--- src/rtl/rect_tool_ctrl_if.sv ---
// rtl/rect_tool_ctrl_if.sv - cursor/control inputs and rectangle corner outputs of the rectangle tool
interface rect_tool_ctrl_if;
  logic       rect_mode;
  logic       btn_mark;
  logic       cancel;
  logic       frame_start;
  logic [9:0] cursor_x;
  logic [9:0] cursor_y;
  logic [9:0] recg_x_pt1;
  logic [9:0] recg_y_pt1;
  logic [9:0] recg_x_pt2;
  logic [9:0] recg_y_pt2;
  logic [1:0] state_rect;
  logic       busy;
  logic       commit_done;

  modport master (
    output rect_mode, btn_mark, cancel, frame_start, cursor_x, cursor_y,
    input  recg_x_pt1, recg_y_pt1, recg_x_pt2, recg_y_pt2, state_rect, busy, commit_done
  );

  modport slave (
    input  rect_mode, btn_mark, cancel, frame_start, cursor_x, cursor_y,
    output recg_x_pt1, recg_y_pt1, recg_x_pt2, recg_y_pt2, state_rect, busy, commit_done
  );
endinterface

--- src/rtl/rect_tool_ctrl.sv ---
// rtl/rect_tool_ctrl.sv - rectangle-fill tool sequencer: corner capture, preview, frame-aligned commit window
module rect_tool_ctrl #(
  parameter int         H_ACTIVE       = 640,
  parameter int         V_ACTIVE       = 480,
  parameter logic [9:0] PARK           = 10'h3FF,
  parameter int         COMMIT_FRAMES  = 1,
  parameter int         TIMEOUT_FRAMES = 255
) (
  input logic             clk,
  input logic             reset,
  rect_tool_ctrl_if.slave bus
);

  typedef enum logic [1:0] {
    S_IDLE   = 2'b00,
    S_WAIT   = 2'b10,
    S_ARM    = 2'b11,
    S_COMMIT = 2'b01
  } state_t;

  localparam logic [9:0] X_MAX     = 10'(H_ACTIVE - 1);
  localparam logic [9:0] Y_MAX     = 10'(V_ACTIVE - 1);
  localparam logic [7:0] COMMIT_N  = 8'(COMMIT_FRAMES);
  localparam logic [7:0] TIMEOUT_N = 8'(TIMEOUT_FRAMES);

  state_t     state;
  logic [9:0] x1, y1, x2, y2;
  logic [9:0] p1x, p1y, p2x, p2y;
  logic [7:0] cnt;
  logic       busy_q, done_q;

  logic [9:0] cx, cy;
  logic       abort;
  logic [7:0] cnt_inc;

  assign cx      = (bus.cursor_x > X_MAX) ? X_MAX : bus.cursor_x;
  assign cy      = (bus.cursor_y > Y_MAX) ? Y_MAX : bus.cursor_y;
  assign abort   = bus.cancel | ~bus.rect_mode;
  assign cnt_inc = cnt + 8'd1;

  always_ff @(posedge clk) begin
    if (reset) begin
      state  <= S_IDLE;
      x1     <= PARK;
      y1     <= PARK;
      x2     <= PARK;
      y2     <= PARK;
      p1x    <= PARK;
      p1y    <= PARK;
      p2x    <= PARK;
      p2y    <= PARK;
      cnt    <= 8'd0;
      busy_q <= 1'b0;
      done_q <= 1'b0;
    end else begin
      done_q <= 1'b0;
      case (state)
        S_IDLE: begin
          busy_q <= 1'b0;
          x1     <= PARK;
          y1     <= PARK;
          x2     <= PARK;
          y2     <= PARK;
          if (bus.btn_mark && bus.rect_mode) begin
            state  <= S_WAIT;
            busy_q <= 1'b1;
            p1x    <= cx;
            p1y    <= cy;
            x1     <= cx;
            y1     <= cy;
            x2     <= cx;
            y2     <= cy;
            cnt    <= 8'd0;
          end
        end
        S_WAIT: begin
          if (abort ||
              (!bus.btn_mark && bus.frame_start && TIMEOUT_N != 8'd0 && cnt_inc == TIMEOUT_N)) begin
            state  <= S_IDLE;
            busy_q <= 1'b0;
            x1     <= PARK;
            y1     <= PARK;
            x2     <= PARK;
            y2     <= PARK;
          end else if (bus.btn_mark) begin
            // Park while armed so the write-enable block sees nothing until the frame boundary.
            state <= S_ARM;
            p2x   <= cx;
            p2y   <= cy;
            x1    <= PARK;
            y1    <= PARK;
            x2    <= PARK;
            y2    <= PARK;
          end else begin
            x2 <= cx;
            y2 <= cy;
            if (bus.frame_start && TIMEOUT_N != 8'd0) cnt <= cnt_inc;
          end
        end
        S_ARM: begin
          if (abort) begin
            state  <= S_IDLE;
            busy_q <= 1'b0;
          end else if (bus.frame_start) begin
            state <= S_COMMIT;
            x1    <= p1x;
            y1    <= p1y;
            x2    <= p2x;
            y2    <= p2y;
            cnt   <= 8'd0;
          end
        end
        S_COMMIT: begin
          // Atomic: only frame_start matters here; busy stays high through the done pulse.
          if (bus.frame_start) begin
            cnt <= cnt_inc;
            if (cnt_inc == COMMIT_N) begin
              state  <= S_IDLE;
              done_q <= 1'b1;
              x1     <= PARK;
              y1     <= PARK;
              x2     <= PARK;
              y2     <= PARK;
            end
          end
        end
        default: state <= S_IDLE;
      endcase
    end
  end

  assign bus.recg_x_pt1  = x1;
  assign bus.recg_y_pt1  = y1;
  assign bus.recg_x_pt2  = x2;
  assign bus.recg_y_pt2  = y2;
  assign bus.state_rect  = state;
  assign bus.busy        = busy_q;
  assign bus.commit_done = done_q;

endmodule

--- src/flat_wrapper.sv ---
// flat-port wrapper written by rule: the top's interface ports become plain ports
module rect_tool_ctrl_flat 
#(
  parameter int         H_ACTIVE       = 640,
  parameter int         V_ACTIVE       = 480,
  parameter logic [9:0] PARK           = 10'h3FF,
  parameter int         COMMIT_FRAMES  = 1,
  parameter int         TIMEOUT_FRAMES = 255
)
  (clk, reset, bus_rect_mode, bus_btn_mark, bus_cancel, bus_frame_start, bus_cursor_x, bus_cursor_y, bus_recg_x_pt1, bus_recg_y_pt1, bus_recg_x_pt2, bus_recg_y_pt2, bus_state_rect, bus_busy, bus_commit_done);
  rect_tool_ctrl_if bus_i ();
  input logic clk;
  input logic reset;
  input wire logic [$bits(bus_i.rect_mode)-1:0] bus_rect_mode;
  input wire logic [$bits(bus_i.btn_mark)-1:0] bus_btn_mark;
  input wire logic [$bits(bus_i.cancel)-1:0] bus_cancel;
  input wire logic [$bits(bus_i.frame_start)-1:0] bus_frame_start;
  input wire logic [$bits(bus_i.cursor_x)-1:0] bus_cursor_x;
  input wire logic [$bits(bus_i.cursor_y)-1:0] bus_cursor_y;
  output wire logic [$bits(bus_i.recg_x_pt1)-1:0] bus_recg_x_pt1;
  output wire logic [$bits(bus_i.recg_y_pt1)-1:0] bus_recg_y_pt1;
  output wire logic [$bits(bus_i.recg_x_pt2)-1:0] bus_recg_x_pt2;
  output wire logic [$bits(bus_i.recg_y_pt2)-1:0] bus_recg_y_pt2;
  output wire logic [$bits(bus_i.state_rect)-1:0] bus_state_rect;
  output wire logic [$bits(bus_i.busy)-1:0] bus_busy;
  output wire logic [$bits(bus_i.commit_done)-1:0] bus_commit_done;
  assign bus_i.rect_mode = bus_rect_mode;
  assign bus_i.btn_mark = bus_btn_mark;
  assign bus_i.cancel = bus_cancel;
  assign bus_i.frame_start = bus_frame_start;
  assign bus_i.cursor_x = bus_cursor_x;
  assign bus_i.cursor_y = bus_cursor_y;
  assign bus_recg_x_pt1 = bus_i.recg_x_pt1;
  assign bus_recg_y_pt1 = bus_i.recg_y_pt1;
  assign bus_recg_x_pt2 = bus_i.recg_x_pt2;
  assign bus_recg_y_pt2 = bus_i.recg_y_pt2;
  assign bus_state_rect = bus_i.state_rect;
  assign bus_busy = bus_i.busy;
  assign bus_commit_done = bus_i.commit_done;
  rect_tool_ctrl #(.H_ACTIVE(H_ACTIVE), .V_ACTIVE(V_ACTIVE), .PARK(PARK), .COMMIT_FRAMES(COMMIT_FRAMES), .TIMEOUT_FRAMES(TIMEOUT_FRAMES)) u_core (.clk(clk), .reset(reset), .bus(bus_i));
endmodule
--- config.mk ---
export PLATFORM = sky130hd
export DESIGN_NAME = rect_tool_ctrl_flat
export DESIGN_NICKNAME = d
export VERILOG_FILES = /design/src/rtl/rect_tool_ctrl_if.sv /design/src/rtl/rect_tool_ctrl.sv /design/src/flat_wrapper.sv
export SDC_FILE = /design/constraint.sdc
export NUM_CORES = 1
export LEC_CHECK = 0
export ABC_AREA = 0
export CAP_MARGIN = 20
export CORE_MARGIN = 1.5
export CORE_UTILIZATION = 40
export DETAILED_ROUTE_END_ITERATION = 8
export GPL_TIMING_DRIVEN = 0
export PLACE_DENSITY = 0.68
export SLEW_MARGIN = 15
export SYNTH_ARGS = -nofsm -noshare
export SYNTH_HDL_FRONTEND = slang
export SYNTH_SLANG_ARGS = --single-unit
--- constraint.sdc ---
create_clock -name clk -period 6.2 [get_ports clk]
set_input_delay 1.24 -clock clk [delete_from_list [all_inputs] [get_ports clk]]
set_output_delay 1.24 -clock clk [all_outputs]
set_load 0.05 [all_outputs]
Word-level counts from Yosys, hierarchy flattened:

Cells that the tools add are included.

* register bits: 92
* input bits: 26
* output and inout bits: 44
* word-level logic and storage cells: 95

* $add $sub $neg: 1
* $lt $le $gt $ge: 2
* equality and inequality tests: 16
* mux-type cells: 44
* bitwise logic cells: 5
* reductions and logical operators: 15

Operator list (number)
* $mux 10: 20
* $pmux 10 s4: 4
* $mux 8: 6
* $pmux 8 s4: 1
* $reduce_and 5->1: 3
* $mux 2: 7
* $gt 10x10->1 const B: 1
* $gt 10x9->1 const B: 1
* $ne 2x2->1 const B: 5
* $add 8x1->8 const B: 1
* $eq 8x1->1 const B: 1
* $eq 8x8->1 const B: 1
* $ne 2x1->1 const B: 4
* $pmux 2 s4: 1
* $ne 3x2->1 const B: 2
* $reduce_and 3->1: 2
* $eq 2x2->1 const B: 2
* $mux 1: 4
* $not 1->1: 4
* $reduce_and 4->1: 1
* $logic_and 1x1->1: 3
* $pmux 1 s3: 1
* $reduce_bool 3->1: 1
* $reduce_or 3->1: 1
* 6 further kinds: 6

Depth between registers and ports, before layout:

Gate-level depths: netlist of run 1.

* depth after elaboration: 6
* mapped depth: 10
* mapped depth without buffers: 9

Least setup slack after synthesis of run 1:

OpenSTA, ideal clock, no wires.

* kind: input-to-reg
* start: in bus_frame_start
* end: reg u_core.x1[0] (netlist: u_core.bus.recg_x_pt1[0])
* library setup time: 0.123 ns
* data arrival time: 2.637 ns
* required time: 6.077 ns
* slack: 3.441 ns
* cell stages on the path: 8
* buffers on the path: 2
* cells stage by stage: clkbuf_1 > nand2_1 > nor4_1 > o211ai_1 > o211ai_1 > o21ba_4 > buf_4 > a21oi_2

* longest elaborated chain between the ends: 5
* elaborated cells on any way between the ends: 9
* classes of those cells: eq/ne (3); mux (2); reduce/logical (4)

RTL lines
* start, declared: RTL line flat_wrapper.sv:17 `input wire logic [$bits(bus_i.frame_start)-1:0] bus_frame_start;`
* $logic_and 1x1->1 (2 in series): RTL line rect_tool_ctrl.sv:78 `(!bus.btn_mark && bus.frame_start && TIMEOUT_N != 8'd0 && cnt_inc == TIMEOUT_N)) begin`
* $logic_or 1x1->1: RTL line rect_tool_ctrl.sv:77 `if (abort ||`
* $ne 3x2->1 (no source line) or $mux 10 (tied branches)
* $reduce_and 5->1 (no source line) or $pmux 10 s4 (tied branches)
* end signal, assigned: RTL line rect_tool_ctrl.sv:106 `x1 <= p1x;`
* end, declared: RTL line rect_tool_ctrl.sv:27 `logic [9:0] x1, y1, x2, y2;`

Parallel ways exist; a longest one is shown, timed or not.
A chain may end at the register's enable or synchronous reset.

Final worst setup path of run 1:

* start: in bus_rect_mode
* end: reg u_core.cnt[6]

* longest elaborated chain between the ends: 5
* elaborated cells on any way between the ends: 8
* classes of those cells: eq/ne (3); bitwise (2); reduce/logical (3)

RTL lines
* start, declared: RTL line flat_wrapper.sv:14 `input wire logic [$bits(bus_i.rect_mode)-1:0] bus_rect_mode;`
* $not 1->1: RTL line rect_tool_ctrl.sv:38 `assign abort = bus.cancel | ~bus.rect_mode;`
* $or 1x1->1: RTL line rect_tool_ctrl.sv:38
* $logic_or 1x1->1: RTL line rect_tool_ctrl.sv:77
* $ne 2x2->1 (no source line)
* $reduce_and 5->1 (no source line) (*)
* end signal, assigned: RTL line rect_tool_ctrl.sv:97 `if (bus.frame_start && TIMEOUT_N != 8'd0) cnt <= cnt_inc;`
* end signal, assigned: RTL line rect_tool_ctrl.sv:116 `cnt <= cnt_inc;`
* end, declared: RTL line rect_tool_ctrl.sv:29 `logic [7:0] cnt;`

Mark *: on every way between the ends. The rest lies on a longest branch, timed or not.

==> impl_metrics.json, run 1 <==
{
  "cts_tree": "built",
  "core_area_sq_um": 11000,
  "final_common_cell": "nor2_1",
  "reg2regPathDepth": 9,
  "fin_util_pct": 51.6,
  "area_delta_synth_final_pct": 24.7,
  "drt_iter0_markers": 425,
  "synthTopCellsByArea": "dfxtp_1 40%, a211o_1 11%, nor2_1 7.8%",
  "ctsHoldBuffers": 0,
  "crit_end": "u_core.cnt[6]$_SDFFE_PP0P_",
  "first_pass_iters": 6,
  "setup_tns_ps": 0,
  "start_util_pct": 41.4,
  "fill_cells": 1069,
  "port_buffers": 67,
  "gp_congestion": 0.860,
  "crit_start": "bus_rect_mode",
  "skew_ps": 11.0,
  "ios": 70,
  "r2r_start": "u_core.cnt[1]$_SDFFE_PP0P_",
  "clock_sinks": 92,
  "period_share_pct": 57.7,
  "cp_num_buf_inv": 1,
  "seq_area_frac_synth_pct": 40.5,
  "timing.final.setup_violations": 0,
  "power_mw": 1.57,
  "synthCells": 552,
  "crit_chain": "clkdlybuf4s50_1 > nor2b_1 > a21boi_0 > a21oi_1 > nand3_1 > o41ai_1",
  "rrSetupSlack_ps": 3430,
  "layout_common_cells": "94 x nor2_1, 92 x dfxtp_1, 67 x clkdlybuf4s50_1",
  "cts_root_buffer": "clkbuf_16",
  "path_delay_family": "compound AO/OA/AOI/OAI gates",
  "h-tree-depth": 3,
  "max_stage_delay_ps": 590,
  "via_per_inst": 5.82,
  "postRouteAntennaNets": 0,
  "yosysUniqueCellTypes": 51,
  "grtUsageTotal_pct": 22.6,
  "hold_violations": 0,
  "nNetsFinal": 664,
  "grt_setup_unrepaired": "no",
  "peakVddDrop_mv": 0.190,
  "netlist.area_leader.share_pct": 40.5,
  "syn_nets": 586,
  "multi_input_area_sq_um": 2440,
  "synth_seq_cells": 92,
  "diodes": 0,
  "die_y_microns": 110,
  "grt_pass1_wl_microns": 20800,
  "rows": 38,
  "worstSetupPathType": "input pin to register",
  "stdcell_area_sq_um": 5670,
  "grt_pass1_vias": 4069,
  "routedWlPerCell_microns": 17.1,
  "clock_latency_ps": 340,
  "vias": 4508,
  "die_x_microns": 110,
  "max_slew_margin_pct": 53.8,
  "cp_max_fo": 8,
  "post-route-drc-count": 0,
  "grt_max_degree": 17,
  "timing.max_cap.violations": 0,
  "crit_cells": 6,
  "leakagePower_nw": 1.99,
  "hpwlAfterDp_microns": 9850,
  "ys_warn_count": 0,
  "synth_edf_count": 0,
  "die_area_sq_um": 12000,
  "fin_crit_ps": 3580,
  "worstSetupEndpointType": "register",
  "cts_resized": 0,
  "required_ps": 6440,
  "post_cts_buffers": 0,
  "ys.flop_type": "dfxtp_1",
  "grt_overflow": 0,
  "seqCellArea_sq_um": 1840,
  "max_freq_mhz": 279,
  "synth_async_sr_flop_share_pct": 0,
  "yosys.area.top_type": "dfxtp_1",
  "drive_gt1_share_pct": 8.82,
  "finalMaxSlewViolations": 0,
  "status": "finished clean",
  "clk_pin_slew_worst_paths_ps": 70,
  "start_kind": "input pin",
  "antenna_found_initial": 0,
  "tightestPinTransition_ps": 693,
  "hold_path_class": "register to register",
  "clk_path_buf_depth": 2,
  "finalWirelength_microns": 13200,
  "crit_slowest_cell": "a21oi_1",
  "timing.rr.end": "u_core.bus.recg_x_pt2[6]$_SDFFE_PP1P_",
  "placement.cell_area_sq_um": 5390,
  "whs_ps": 456,
  "synthesis.area_sq_um": 4550,
  "crit_arrival_ps": 3810,
  "postSynthAreaPerCell_sq_um": 8.24,
  "power_density_nw_per_um2": 276,
  "cts_made_buffers": 9
}
routing by layer:
layer	GRT usage, %	up-vias	routed length [microns]
li1	-	2178	-
met1	30.6	2129	6110
met2	36.7	188	6040
met3	2.96	13	936
met4	7.98	0	159
met5	0	-	0
power breakdown:
group,switching [mW],total [mW],internal [mW]
clock,0.239,0.514,0.276
combinational,0.254,0.391,0.137
sequential,0.0254,0.662,0.636
worst register-to-register path, stage by stage (launching register included):
cell	delay, ps
dfxtp_1	480
ha_1	190
buf_2	200
o21ai_1	110
a311oi_2	400
o211ai_1	190
a211oi_2	300
buf_2	310
a311oi_1	190
a211o_1	290
cells in the mapped netlist, types with 2 or more instances:
library cell / count
o32ai_1: 2
o41ai_1: 6
nand2_1: 55
or3_1: 2
nand2b_1: 2
ha_1: 8
nor2b_1: 4
a211o_1: 59
clkbuf_1: 34
nand3_1: 5
nor3_1: 26
inv_1: 13
nor4_1: 4
buf_4: 3
nor2_1: 94
a22oi_1: 4
buf_6: 2
dfxtp_1: 92
a21oi_2: 20
and3_1: 4
a311oi_1: 15
nand4_1: 4
a311o_1: 6
a211oi_1: 6
o21ai_0: 19
a21o_1: 3
a21oi_1: 23
o211ai_1: 5
buf_2: 9
or2_2: 2
layout make-up:
class	instances	area share [%]
clock inverters	6	0.838
plain buffers	49	3.91
inverters	13	0.861
flip-flops and latches	92	32.5
clock buffers	10	4.04
repair buffers	67	11.8
multi-input cells	398	43.0
well taps	140	3.09
how the worst min path moves through the flow:
stage	startpoint	to	slack, ps	depth (start not counted)
2_1_floorplan	u_core.p1y[9]$_SDFFE_PP1P_	u_core.p1y[9]$_SDFFE_PP1P_	430	1
5_1_grt	u_core.p2x[5]$_SDFFE_PP1P_	u_core.p2x[5]$_SDFFE_PP1P_	470	1
3_3_place_gp	u_core.p2y[9]$_SDFFE_PP1P_	u_core.p2y[9]$_SDFFE_PP1P_	430	1
6_report	u_core.p2y[9]$_SDFFE_PP1P_	u_core.p2y[9]$_SDFFE_PP1P_	460	1
3_5_place_dp	u_core.p2y[9]$_SDFFE_PP1P_	u_core.p2y[9]$_SDFFE_PP1P_	440	1
4_1_cts	u_core.p2y[9]$_SDFFE_PP1P_	u_core.p2y[9]$_SDFFE_PP1P_	460	1
stage by stage:
| stage | instances | setup WS, ps |
|---|---|---|
| after CTS | 775 | 2650 |
| after floorplan | 552 | 3440 |
| after detailed placement | 759 | 2310 |
| after global routing | 775 | 2420 |
| after global placement | 759 | 2420 |
| final | 775 | 2620 |
cell families (layout without fill, tap and decap cells):
logic type / Yosys count / in the layout / share of synthesized area [%]
simple gates: 211 / 211 / 20.4
compound gates: 178 / 178 / 30.7
flops: 92 / 92 / 40.5
buf+inv: 62 / 145 / 5.94
fa+ha+maj: 8 / 8 / 2.20
mux: 1 / 1 / 0.220
registers in the layout (all words and copies together) (netlist names):
| register | cells |
|---|---|
| u_core.p2x | 10 |
| u_core.bus.busy | 1 |
| u_core.bus.recg_y_pt2 | 10 |
| u_core.cnt | 8 |
| u_core.p2y | 10 |
| u_core.bus.recg_x_pt1 | 10 |
| u_core.bus.state_rect | 2 |
| u_core.p1x | 10 |
| u_core.bus.recg_x_pt2 | 10 |
| u_core.bus.commit_done | 1 |
| u_core.bus.recg_y_pt1 | 10 |
| u_core.p1y | 10 |
No activity file was read; power rests on OpenSTA's default activity.
==> run 2, diff against run 1 <==
Settings changed: PLACE_DENSITY 0.68 to 0.71.
Clock period 6.2 ns to 3.1 ns, I/O delays scaled along.
==> run 2 against run 1 <==
Net effect:
- clock skew is 8.0 ps lower
- clock-buffer cell count grew 1
- sequential share of layout area down 0.11 points
- utilization up 0.18 points
- highest routed layer unchanged
- cell area up 0.35%
==> impl_metrics.json, run 2 (synthesized netlist as in run 1, its figures left out) <==
{
  "leakagePower_nw": 2.00,
  "tightestPinTransition_ps": 624,
  "drt_iter0_markers": 380,
  "crit_arrival_ps": 2990,
  "worstSetupEndpointType": "register",
  "required_ps": 3330,
  "finalWirelength_microns": 13200,
  "postRouteAntennaNets": 0,
  "vias": 4554,
  "rows": 38,
  "gp_congestion": 0.865,
  "area_delta_synth_final_pct": 25.1,
  "routedWlPerCell_microns": 17.1,
  "port_buffers": 67,
  "cts_root_buffer": "clkbuf_16",
  "clk_pin_slew_worst_paths_ps": 60,
  "timing.final.setup_violations": 0,
  "die_area_sq_um": 12000,
  "power_density_nw_per_um2": 561,
  "grt_pass1_vias": 4253,
  "grt_overflow": 0,
  "clock_latency_ps": 340,
  "first_pass_iters": 5,
  "clock_sinks": 92,
  "antenna_found_initial": 0,
  "crit_slowest_cell": "clkdlybuf4s50_1",
  "crit_chain": "clkdlybuf4s50_1 > nor2b_1 > a21boi_0 > a21oi_2 > nand3_1 > o41ai_1",
  "skew_ps": 3.01,
  "grt_max_degree": 15,
  "die_x_microns": 110,
  "finalMaxSlewViolations": 0,
  "cts_made_buffers": 9,
  "clk_path_buf_depth": 2,
  "hpwlAfterDp_microns": 9840,
  "hold_violations": 0,
  "start_kind": "input pin",
  "max_freq_mhz": 363,
  "peakVddDrop_mv": 0.380,
  "final_common_cell": "nor2_1",
  "ctsHoldBuffers": 0,
  "fill_cells": 1041,
  "status": "finished clean",
  "stdcell_area_sq_um": 5690,
  "diodes": 0,
  "max_stage_delay_ps": 560,
  "core_area_sq_um": 11000,
  "start_util_pct": 41.4,
  "grt_pass1_wl_microns": 21500,
  "max_slew_margin_pct": 58.4,
  "grtUsageTotal_pct": 23.0,
  "cp_max_fo": 8,
  "via_per_inst": 5.88,
  "cts_tree": "built",
  "post-route-drc-count": 0,
  "placement.cell_area_sq_um": 5390,
  "power_mw": 3.19,
  "timing.max_cap.violations": 0,
  "ios": 70,
  "grt_setup_unrepaired": "no",
  "drive_gt1_share_pct": 8.83,
  "hold_path_class": "register to register",
  "die_y_microns": 110,
  "period_share_pct": 88.9,
  "nNetsFinal": 664,
  "fin_crit_ps": 2760,
  "h-tree-depth": 3,
  "worstSetupPathType": "input pin to register",
  "layout_common_cells": "94 x nor2_1, 92 x dfxtp_1, 67 x clkdlybuf4s50_1"
}
run 2: cell count changes in the layout (fill, tap and decap cells not counted):
| cell | change |
|---|---|
| clkbuf_8 | +1 |
| a21oi_1 | -1 |
| a21oi_2 | +1 |
| clkinvlp_4 | +1 |
| inv_6 | -2 |
| clkinv_4 | -2 |
| bufinv_16 | +1 |
run 2: layout make-up:
cell class | count | area (sq um) | area share [%]
multi-input cells | 398 | 2440 | 42.9
flip-flops and latches | 92 | 1840 | 32.4
repair buffers | 67 | 671 | 11.8
clock buffers | 11 | 243 | 4.27
plain buffers | 49 | 221 | 3.89
well taps | 140 | 175 | 3.08
clock inverters | 4 | 50.0 | 0.880
inverters | 13 | 48.8 | 0.858
run 2: stage by stage:
step | TNS, ps | worst slack, ps | utilization (%) | cells | hold slack [ps]
floorplan | 0 | 777 | - | 552 | 426
detailed placement | -1060 | -206 | 49.1 | 759 | 449
CTS | 0 | 143 | 51.8 | 774 | 463
global placement | -301 | -68.5 | 49.1 | 759 | 435
global route | 0 | 57.6 | 51.8 | 774 | 474
finish | 0 | 344 | 51.8 | 774 | 463
run 2: repair_timing:
| action | in CTS | in global routing |
|---|---|---|
| setup endpoints to repair | 0 | 6 |
| buffers inserted | 0 | 0 |
| resized for setup | 0 | 1 |
run 2: final timing paths:
check                                  start                    endpoint  slack (ps)  depth (start not counted)
setup / recovery               bus_rect_mode  u_core.cnt[6]$_SDFFE_PP0P_         340                          6
setup reg to reg  u_core.cnt[1]$_SDFFE_PP0P_  u_core.cnt[6]$_SDFFE_PP0P_         360                          8
hold reg to reg   u_core.p2y[4]$_SDFFE_PP1P_  u_core.p2y[4]$_SDFFE_PP1P_         460                          1
hold / removal    u_core.p2y[4]$_SDFFE_PP1P_  u_core.p2y[4]$_SDFFE_PP1P_         460                          1
run 2: worst max-delay path: cells and delay by family:
kind | cells | cell delay [ps]
AOI/OAI and AO/OA | 3 | 1050
and+or+nand+nor | 2 | 740
buffers and inverters | 1 | 560
run 2: per-layer routing:
metal,GRT usage [%],routed length (microns)
met1,31.1,5930
met2,35.8,6120
met3,3.85,904
met4,10.2,277
met5,0,0
run 2: power breakdown:
part / internal, mW / switching [mW] / total (mW) / leakage (nW)
clock: 0.641 / 0.444 / 1.09 / 0.138
combinational: 0.274 / 0.511 / 0.785 / 1.10
sequential: 1.27 / 0.0500 / 1.32 / 0.755
total: 2.19 / 1.01 / 3.19 / 2.00
==> run 3, diff against run 2 <==
--- a/config.mk
+++ b/config.mk
@@ -10,6 +10,7 @@
 export CORE_MARGIN = 1.5
-export CORE_UTILIZATION = 40
+export CORE_UTILIZATION = 49
 export DETAILED_ROUTE_END_ITERATION = 8
 export GPL_TIMING_DRIVEN = 0
-export PLACE_DENSITY = 0.71
+export PLACE_DENSITY = 0.83
+export SETUP_SLACK_MARGIN = 0.15
 export SLEW_MARGIN = 15
==> constraint.sdc (replaced) <==
create_clock -name clk -period 3.1 [get_ports clk]
set_input_delay 0.31 -clock clk [delete_from_list [all_inputs] [get_ports clk]]
set_output_delay 0.31 -clock clk [all_outputs]
set_load 0.05 [all_outputs]
==> run 3 against run 2 <==
Net effect:
- first-iteration DRC count increased by 33%
- highest routed layer unchanged
- cell area decreased by 2.4%
- combinational power about the same
- maximum frequency decreased by 1.2%
- setup slack got worse by 35 ps
==> impl_metrics.json, run 3 (synthesized netlist as in run 1, its figures left out) <==
{
  "crit_start": "u_core.cnt[1]$_SDFFE_PP0P_",
  "gr-usage-met1_pct": 36.2,
  "final_common_cell": "nor2_1",
  "max_slew_margin_pct": 53.0,
  "met3_usage_pct": 4.85,
  "clk_path_buf_depth": 2,
  "ctsHoldBuffers": 0,
  "post_cts_buffers": 0,
  "crit_cells": 9,
  "worstSetupEndpointType": "register",
  "die_x_microns": 99.3,
  "crit_chain": "ha_1 > buf_2 > o21ai_1 > a311oi_2 > o211ai_1 > a211oi_2 > buf_2 > a311oi_1 > a211o_1",
  "cts_root_buffer": "clkbuf_8",
  "rrSetupSlack_ps": 310,
  "area_delta_synth_final_pct": 22.1,
  "drive_gt1_share_pct": 9.13,
  "period_share_pct": 90.0,
  "layout_common_cells": "94 x nor2_1, 92 x dfxtp_1, 67 x clkdlybuf4s50_1",
  "clk_pin_slew_worst_paths_ps": 100,
  "fill_cells": 769,
  "h-tree-depth": 3,
  "diodes": 0,
  "finalWirelength_microns": 13200,
  "routedWlPerCell_microns": 17.8,
  "fin_crit_ps": 2790,
  "power_density_nw_per_um2": 524,
  "vias": 4684,
  "grt_pass1_vias": 4390,
  "postRouteAntennaNets": 0,
  "crit_slowest_cell": "dfxtp_1",
  "multi_input_area_sq_um": 2440,
  "nNetsFinal": 664,
  "crit_end": "u_core.bus.recg_x_pt2[6]$_SDFFE_PP1P_",
  "cp_num_buf_inv": 2,
  "reg2regPathDepth": 9,
  "start_kind": "register",
  "grt_max_degree": 18,
  "worstSetupPathType": "register to register",
  "core_area_sq_um": 8850,
  "fin_ws_ps": 310,
  "clock_sinks": 92,
  "clock_latency_ps": 370,
  "r2r_start": "u_core.cnt[1]$_SDFFE_PP0P_",
  "grt.busiest_layer": "met2",
  "cts_resized": 0,
  "max_stage_delay_ps": 500,
  "seqCellArea_sq_um": 1840,
  "max_freq_mhz": 358,
  "grtUsageTotal_pct": 27.1,
  "fin_util_pct": 62.7,
  "start_util_pct": 51.4,
  "leakagePower_nw": 1.95,
  "die_y_microns": 99.3,
  "port_buffers": 67,
  "grt_overflow": 0,
  "gp_congestion": 0.906,
  "post-route-drc-count": 0,
  "required_ps": 3380,
  "timing.max_cap.violations": 0,
  "hpwlAfterDp_microns": 9570,
  "cp_max_fo": 10,
  "status": "finished clean",
  "crit_top_cell": "buf_2",
  "ios": 70,
  "met2_usage_pct": 42.0,
  "cts_made_buffers": 9,
  "place_ws_ps": 81.6,
  "antenna_found_initial": 0,
  "via_per_inst": 6.30,
  "path_delay_family": "compound AO/OA/AOI/OAI gates",
  "skew_ps": 10.9,
  "timing.rr.end": "u_core.bus.recg_x_pt2[6]$_SDFFE_PP1P_",
  "timing.final.setup_violations": 0,
  "die_area_sq_um": 9870,
  "finalMaxSlewViolations": 0,
  "grt_pass1_wl_microns": 21200,
  "hold_path_class": "input pin to register",
  "drt_iter0_markers": 506,
  "rows": 34,
  "cts_tree": "built",
  "peakVddDrop_mv": 0.297,
  "tightestPinTransition_ps": 705,
  "hold_violations": 0,
  "first_pass_iters": 6,
  "setup_tns_ps": 0,
  "crit_arrival_ps": 3070,
  "grt_setup_unrepaired": "no"
}
==> run 3: cell count changes in the layout (fill, tap and decap cells not counted), sizes merged <==
| cell | change |
|---|---|
| bufinv | -1 |
| clkbuf | -1 |
| inv | +3 |
==> run 3: worst min-delay path by stage <==
| stage | from | end | depth (start not counted) |
|---|---|---|---|
| 2_1_floorplan | u_core.p1y[9]$_SDFFE_PP1P_ | u_core.p1y[9]$_SDFFE_PP1P_ | 1 |
| 3_3_place_gp | u_core.p1y[9]$_SDFFE_PP1P_ | u_core.p1y[9]$_SDFFE_PP1P_ | 1 |
| 3_5_place_dp | u_core.p2y[9]$_SDFFE_PP1P_ | u_core.p2y[9]$_SDFFE_PP1P_ | 1 |
| 4_1_cts | bus_frame_start | u_core.cnt[2]$_SDFFE_PP0P_ | 3 |
| 5_1_grt | bus_frame_start | u_core.cnt[5]$_SDFFE_PP0P_ | 3 |
| 6_report | bus_frame_start | u_core.cnt[5]$_SDFFE_PP0P_ | 3 |
==> run 3: final cells by class <==
| class | count | share of cell area, % |
|---|---|---|
| multi-input cells | 398 | 44.0 |
| clock inverters | 6 | 0.992 |
| well taps | 108 | 2.43 |
| inverters | 13 | 0.879 |
| clock buffers | 10 | 2.48 |
| plain buffers | 49 | 3.99 |
| flip-flops and latches | 92 | 33.2 |
| repair buffers | 67 | 12.1 |
==> run 3: metal layers <==
metal / up-vias / share of wire, %
met4: 0 / 2.9
li1: 2163 / -
met2: 276 / 44
met3: 43 / 9.3
met1: 2202 / 44
met5: - / 0
==> run 3: worst register-to-register path, cell delays in order, from the launching register on <==
cell      delay, ps
dfxtp_1         500
ha_1            200
buf_2           190
o21ai_1         110
a311oi_2        380
o211ai_1        230
a211oi_2        330
buf_2           280
a311oi_1        180
a211o_1         290
==> run 3: stage by stage <==
step / instance area, sq um / instances / power [mW] / hold slack (ps)
finish: 5550 / 743 / 2.91 / 397
global route: 5550 / 743 / 3.02 / 446
CTS: 5550 / 743 / 2.90 / 377
detailed placement: 5350 / 727 / 2.12 / 445
global placement: 5350 / 727 / 2.10 / 436
floorplan: 4550 / 552 / 1.86 / 426
==> run 3: report_power, final <==
group          leakage, nW  switching [mW]  internal, mW
Sequential           0.755          0.0534          1.27
Clock               0.0929           0.469         0.329
Combinational         1.11           0.512         0.274
Total                 1.95            1.03          1.87
==> variant 1: new RTL, settings of run 1 <==
Make the reset (`reset`) asynchronous in one clocked block.
--- a/src/rtl/rect_tool_ctrl.sv
+++ b/src/rtl/rect_tool_ctrl.sv
@@ -38,7 +38,7 @@
   assign abort   = bus.cancel | ~bus.rect_mode;
   assign cnt_inc = cnt + 8'd1;
 
-  always_ff @(posedge clk) begin
+  always_ff @(posedge clk or posedge reset) begin
     if (reset) begin
       state  <= S_IDLE;
       x1     <= PARK;
Formal check against the unedited RTL: differs if reset is asserted again (counterexample within 4 cycles, from zero or initial values and one cycle with reset high); with reset held inactive, the same outputs for 4 cycles.
==> variant 1 against run 1 <==
Sequential share of layout area increased by 7.9 points. Cell area rose by 5.0%. Fmax up 3.3%. Setup slack improved by 0.12 ns. Hold slack improved by 0.024 ns. Critical endpoint is now u_core.cnt[4]. Synthesized area up 4.8%. Routed wire length fell by 1.9%. Largest cell class is now registers. First-iteration DRC count decreased by 36%. Critical path depth fell by 1. Sequential cell count unchanged.
Power is not compared: it rests on default switching activity, and its combinational part moved more than twofold at a synthesized area within 25%.
==> variant 1: results (changes against run 1) <==
status: "finished, final reports clean"
htreeDepth: 3  # unchanged
holdPathStages: 2  # +1
cts_buffer_depth: 2  # unchanged
grt_antenna_before_repair: 0  # unchanged
post_cts_buffers: 0  # unchanged
vias_per_cell: 5.775  # -0.72%
r2r_start: "u_core.bus.state_rect[0]"
seq_area_frac_synth_pct: 50.42  # +9.9 points
r2r-end: "u_core.bus.recg_x_pt1[6]"
rr_worst_depth: 7  # -2
path_max_fanout: 8  # unchanged
cts_made_buffers: 9  # unchanged
port_buffers: 69  # +3.0%
p_sw_uw: 1511
track_usage_pct: 21.30  # -1.3 points
arrival_ns: 3.74  # -0.07 ns
ir_worst_vdd_mv: 0.2850
drive_gt1_share_pct: 24.15  # +15 points
netlist_top_cells_count: "80 x dfstp_2, 63 x nand2_1, 44 x nor2_1, 44 x o21ai_0, 34 x a21oi_1"
drtIter0Drc: 272  # -36%
p_int_uw: 2036
hp-start: "u_core.p1y[6]"
synth_fp_nets: 507  # -13%
clk_pin_slew_ns: 0.07  # about the same
clock_skew_ns: 0.009162  # -0.001820 ns
clock_latency_ns: 0.34  # about the same
grt_max_degree: 48  # +31
maxSlewHeadroom_pct: 46.45  # -7.3 points
postSynth.asyncResetShare_pct: 100.0  # +100 points
routed_wl_um: 13000  # -1.9%
setup.worst_path.start: "bus_btn_mark"
grt_pass1_wl_um: 21300  # +2.3%
synth.area.top_cells: "dfstp_2 44%, dfrtp_1 6.3%, mux2_4 6.3%"
antennaDiodeCount: 0  # unchanged
clk-power_uw: 538
ctsResizeCount: 0  # unchanged
hpwl_um: 9342  # -5.1%
leakagePower_uw: 0.002385
hold_class: "reg -> reg"
firstDrtPassIters: 5  # -1
ys_types: 55  # +7.8%
cts-root-buf: "clkbuf_16"
gp_congestion: 0.8938  # +3.9%
r2r_slack_ns: 3.23  # -0.20 ns
crit_end: "u_core.cnt[4]"
grt_pass1_vias: 4037  # -0.79%
num-nets-final: 588  # -11%
worst_hold_path.endpoint: "u_core.p1y[6]"
yosys_warnings: 0  # unchanged
p_comb_uw: 1830
-- variant 1: cell count changes after synthesis, moves of 12 or more --
| cell | change |
|---|---|
| a211o_1 | -59 |
| a2bb2oi_1 | +15 |
| nor3_1 | -23 |
| mux2_4 | +20 |
| dfxtp_1 | -92 |
| a21oi_2 | -20 |
| a221oi_1 | +19 |
| dfrtp_1 | +12 |
| nor2_1 | -50 |
| o21ai_0 | +25 |
| a311oi_1 | -15 |
| dfstp_2 | +80 |
-- variant 1: cells by family after synthesis --
| logic type | synth area share (%) |
|---|---|
| compound gates | 23.24 |
| fa+ha+maj | 2.101 |
| buf+inv | 4.648 |
| simple gates | 12.29 |
| xor+xnor | 0.3677 |
| mux | 6.933 |
| flops | 50.42 |
-- variant 1: worst max-delay path, cell delays in order --
cell	delay, ns
clkdlybuf4s50_1	0.63
a21boi_0	0.19
a2111oi_2	0.78
a21boi_0	0.62
a32o_1	0.28
-- variant 1: layout make-up --
class                   instances  area [um^2]
plain buffers                  36        168.9
clock buffers                  10        239.0
clock inverters                 6        51.30
fillers                      1044         5562
inverters                      14        55.05
multi-input cells             331         2141
flip-flops and latches         92         2402
well taps                     143        178.9
repair buffers                 70        718.2
-- variant 1: per-layer routing --
layer | vias up | global-route usage [%] | wire (um)
li1 | 1875 | - | -
met1 | 2000 | 30.07 | 5846
met2 | 159 | 33.70 | 6112
met3 | 20 | 2.970 | 780
met4 | 0 | 7.595 | 259
met5 | - | 0 | 0
-- variant 1: per-stage QoR --
stage	utilization (%)	instance area, um^2	hold slack (ns)	worst slack (ns)	instances
after floorplan	-	4765	0.4579	2.700	473
after global placement	48.92	5634	0.4674	1.267	685
after detailed placement	49.19	5664	0.4733	2.455	686
after CTS	51.71	5954	0.4829	2.811	702
after global routing	51.71	5954	0.4932	2.552	702
final	51.71	5954	0.4798	2.737	702
==> variant 2: new RTL, flow settings as in run 1 <==
Without the edit above. `PARK` is set to 10'h3FF in 2 places; all go to 10'h1FF.
--- a/src/rtl/rect_tool_ctrl.sv
+++ b/src/rtl/rect_tool_ctrl.sv
@@ -2,7 +2,7 @@
 module rect_tool_ctrl #(
   parameter int         H_ACTIVE       = 640,
   parameter int         V_ACTIVE       = 480,
-  parameter logic [9:0] PARK           = 10'h3FF,
+  parameter logic [9:0] PARK           = 10'h1FF,
   parameter int         COMMIT_FRAMES  = 1,
   parameter int         TIMEOUT_FRAMES = 255
 ) (
--- a/src/flat_wrapper.sv
+++ b/src/flat_wrapper.sv
@@ -3,7 +3,7 @@
 #(
   parameter int         H_ACTIVE       = 640,
   parameter int         V_ACTIVE       = 480,
-  parameter logic [9:0] PARK           = 10'h3FF,
+  parameter logic [9:0] PARK           = 10'h1FF,
   parameter int         COMMIT_FRAMES  = 1,
   parameter int         TIMEOUT_FRAMES = 255
 )
Behaviour: not the same (Yosys sat finds a counterexample within 4 cycles, from zero or initial values and one cycle with reset high).
==> variant 2 against run 1 <==
Register-to-register slack got worse by 0.22 ns. Clock power is 7.2% higher. First-iteration DRC count shrank 12%. Setup slack better by 0.029 ns. Final cell count shrank 1.4%. Sequential cell count stayed put. Routed wire length increased by 11%. Total power is 8.5% higher. Sequential power up 2%. Cell area is 0.31% higher. Synthesized area grew 0.36%. Synthesized cell count shrank 1.6%. Count of clock-buffer cells in the layout unchanged. Via count hardly changed. Critical path type unchanged. Highest routed layer unchanged.
==> variant 2: results (changes against run 1) <==
status: "finished, final reports clean"
hpwl_um: 10420  # +5.8%
postSynth.asyncResetShare_pct: 0  # unchanged
cts-root-buf: "clkbuf_16"
gp_congestion: 0.8834  # +2.7%
wl_met3_um: 1127  # +20%
post_cts_buffers: 0  # unchanged
cts_made_buffers: 9  # unchanged
dr_total_vias: 4509  # +0.022%
seq_area_frac_synth_pct: 40.35  # -0.14 points
synth_fp_nets: 577  # -1.5%
post_drt_wl_per_cell_um: 19.22  # +12%
ctsResizeCount: 0  # unchanged
cts_buffer_depth: 2  # unchanged
syn_area_per_cell_um2: 8.406  # +2.0%
hold_class: "reg -> reg"
worst_slew_pin_slew_ns: 0.9642  # +0.2708 ns
final_cells: 764  # -1.4%
report.final.slew_viol_count: 0  # unchanged
drive_gt1_share_pct: 6.571  # -2.2 points
grt_pass1_vias: 4400  # +8.1%
num-nets-final: 653  # -1.7%
arrival_ns: 3.81  # about the same
ys_types: 64  # +25%
globalRouteMet2Util_pct: 41.79  # +5.1 points
drt-met1-wl_um: 6305  # +3.1%
synth.area.top_cells: "dfxtp_1 40%, o211ai_1 6.3%, nand2_1 5.5%"
firstDrtPassIters: 5  # -1
grt_antenna_before_repair: 0  # unchanged
use_met3_pct: 5.631  # +2.7 points
grt_max_degree: 18  # +1
place_area_um2: 5390  # about the same
drtIter0Drc: 374  # -12%
grt_use_met1_pct: 32.96  # +2.3 points
yosys_warnings: 0  # unchanged
place_ws_ns: 2.368  # +0.06132 ns
antennaDiodeCount: 0  # unchanged
port_buffers: 65  # -3.0%
track_usage_pct: 25.36  # +2.8 points
highest_layer: "met4"
leakagePower_uw: 0.002304  # +16%
path_max_fanout: 10  # +2
htreeDepth: 3  # unchanged
ir_worst_vdd_mv: 0.1646  # -13%
wl_met2_um: 6916  # +14%
clock_latency_ns: 0.35
clock_skew_ns: 0.008716  # -0.002266 ns
dp.cells: 748  # -1.4%
clk_pin_slew_ns: 0.07  # about the same
grt_pass1_wl_um: 23040  # +11%
netlist_top_cells_count: "92 x dfxtp_1, 67 x nand2_1, 53 x nor2_1"
variant 2: cell type report:
type / instances / area [um^2]
Timing Repair Buffer: 65 / 650.6
Clock buffer: 10 / 239.0
Buffer: 48 / 203.9
Inverter: 10 / 37.54
Fill cell: 1032 / 5295
Sequential cell: 92 / 1842
Tap cell: 140 / 175.2
Multi-Input combinational cell: 393 / 2481
Clock inverter: 6 / 58.81
variant 2: worst paths after layout:
check	startpoint	endpoint	slack [ns]	depth (start not counted)
worst max-delay path	bus_rect_mode	u_core.bus.recg_x_pt2[1]	2.65	9
worst min-delay path	u_core.bus.recg_y_pt2[9]	u_core.bus.recg_y_pt2[9]	0.47	2
worst max register to register	u_core.cnt[1]	u_core.bus.recg_y_pt2[1]	3.21	8
worst min register to register	u_core.bus.recg_y_pt2[9]	u_core.bus.recg_y_pt2[9]	0.47	2
variant 2: cells by family (layout without fill, tap and decap cells):
| family | count (synthesis) | after routing | synth area share [%] |
|---|---|---|---|
| compound gates | 182 | 182 | 29.55 |
| xor+xnor | 1 | 1 | 0.1919 |
| fa+ha+maj | 8 | 8 | 2.193 |
| buf+inv | 58 | 139 | 5.291 |
| flops | 92 | 92 | 40.35 |
| mux | 12 | 12 | 2.632 |
| simple gates | 190 | 190 | 19.79 |
variant 2: report_power, final:
part | internal (uW) | switching (uW) | total (uW) | leakage [uW]
Sequential | 644 | 30.4 | 674 | 0.000754
Combinational | 162 | 313 | 475 | 0.00141
Clock | 290 | 260 | 551 | 0.000142
variant 2: worst max-delay path, cell delays in order:
cell and delay [ns]:
clkdlybuf4s50_1 0.51, nor2b_1 0.25, a21oi_1 0.27, a21oi_1 0.10, a21oi_1 0.27, clkbuf_1 0.44
clkbuf_1 0.49, a21oi_1 0.15, o31ai_1 0.09
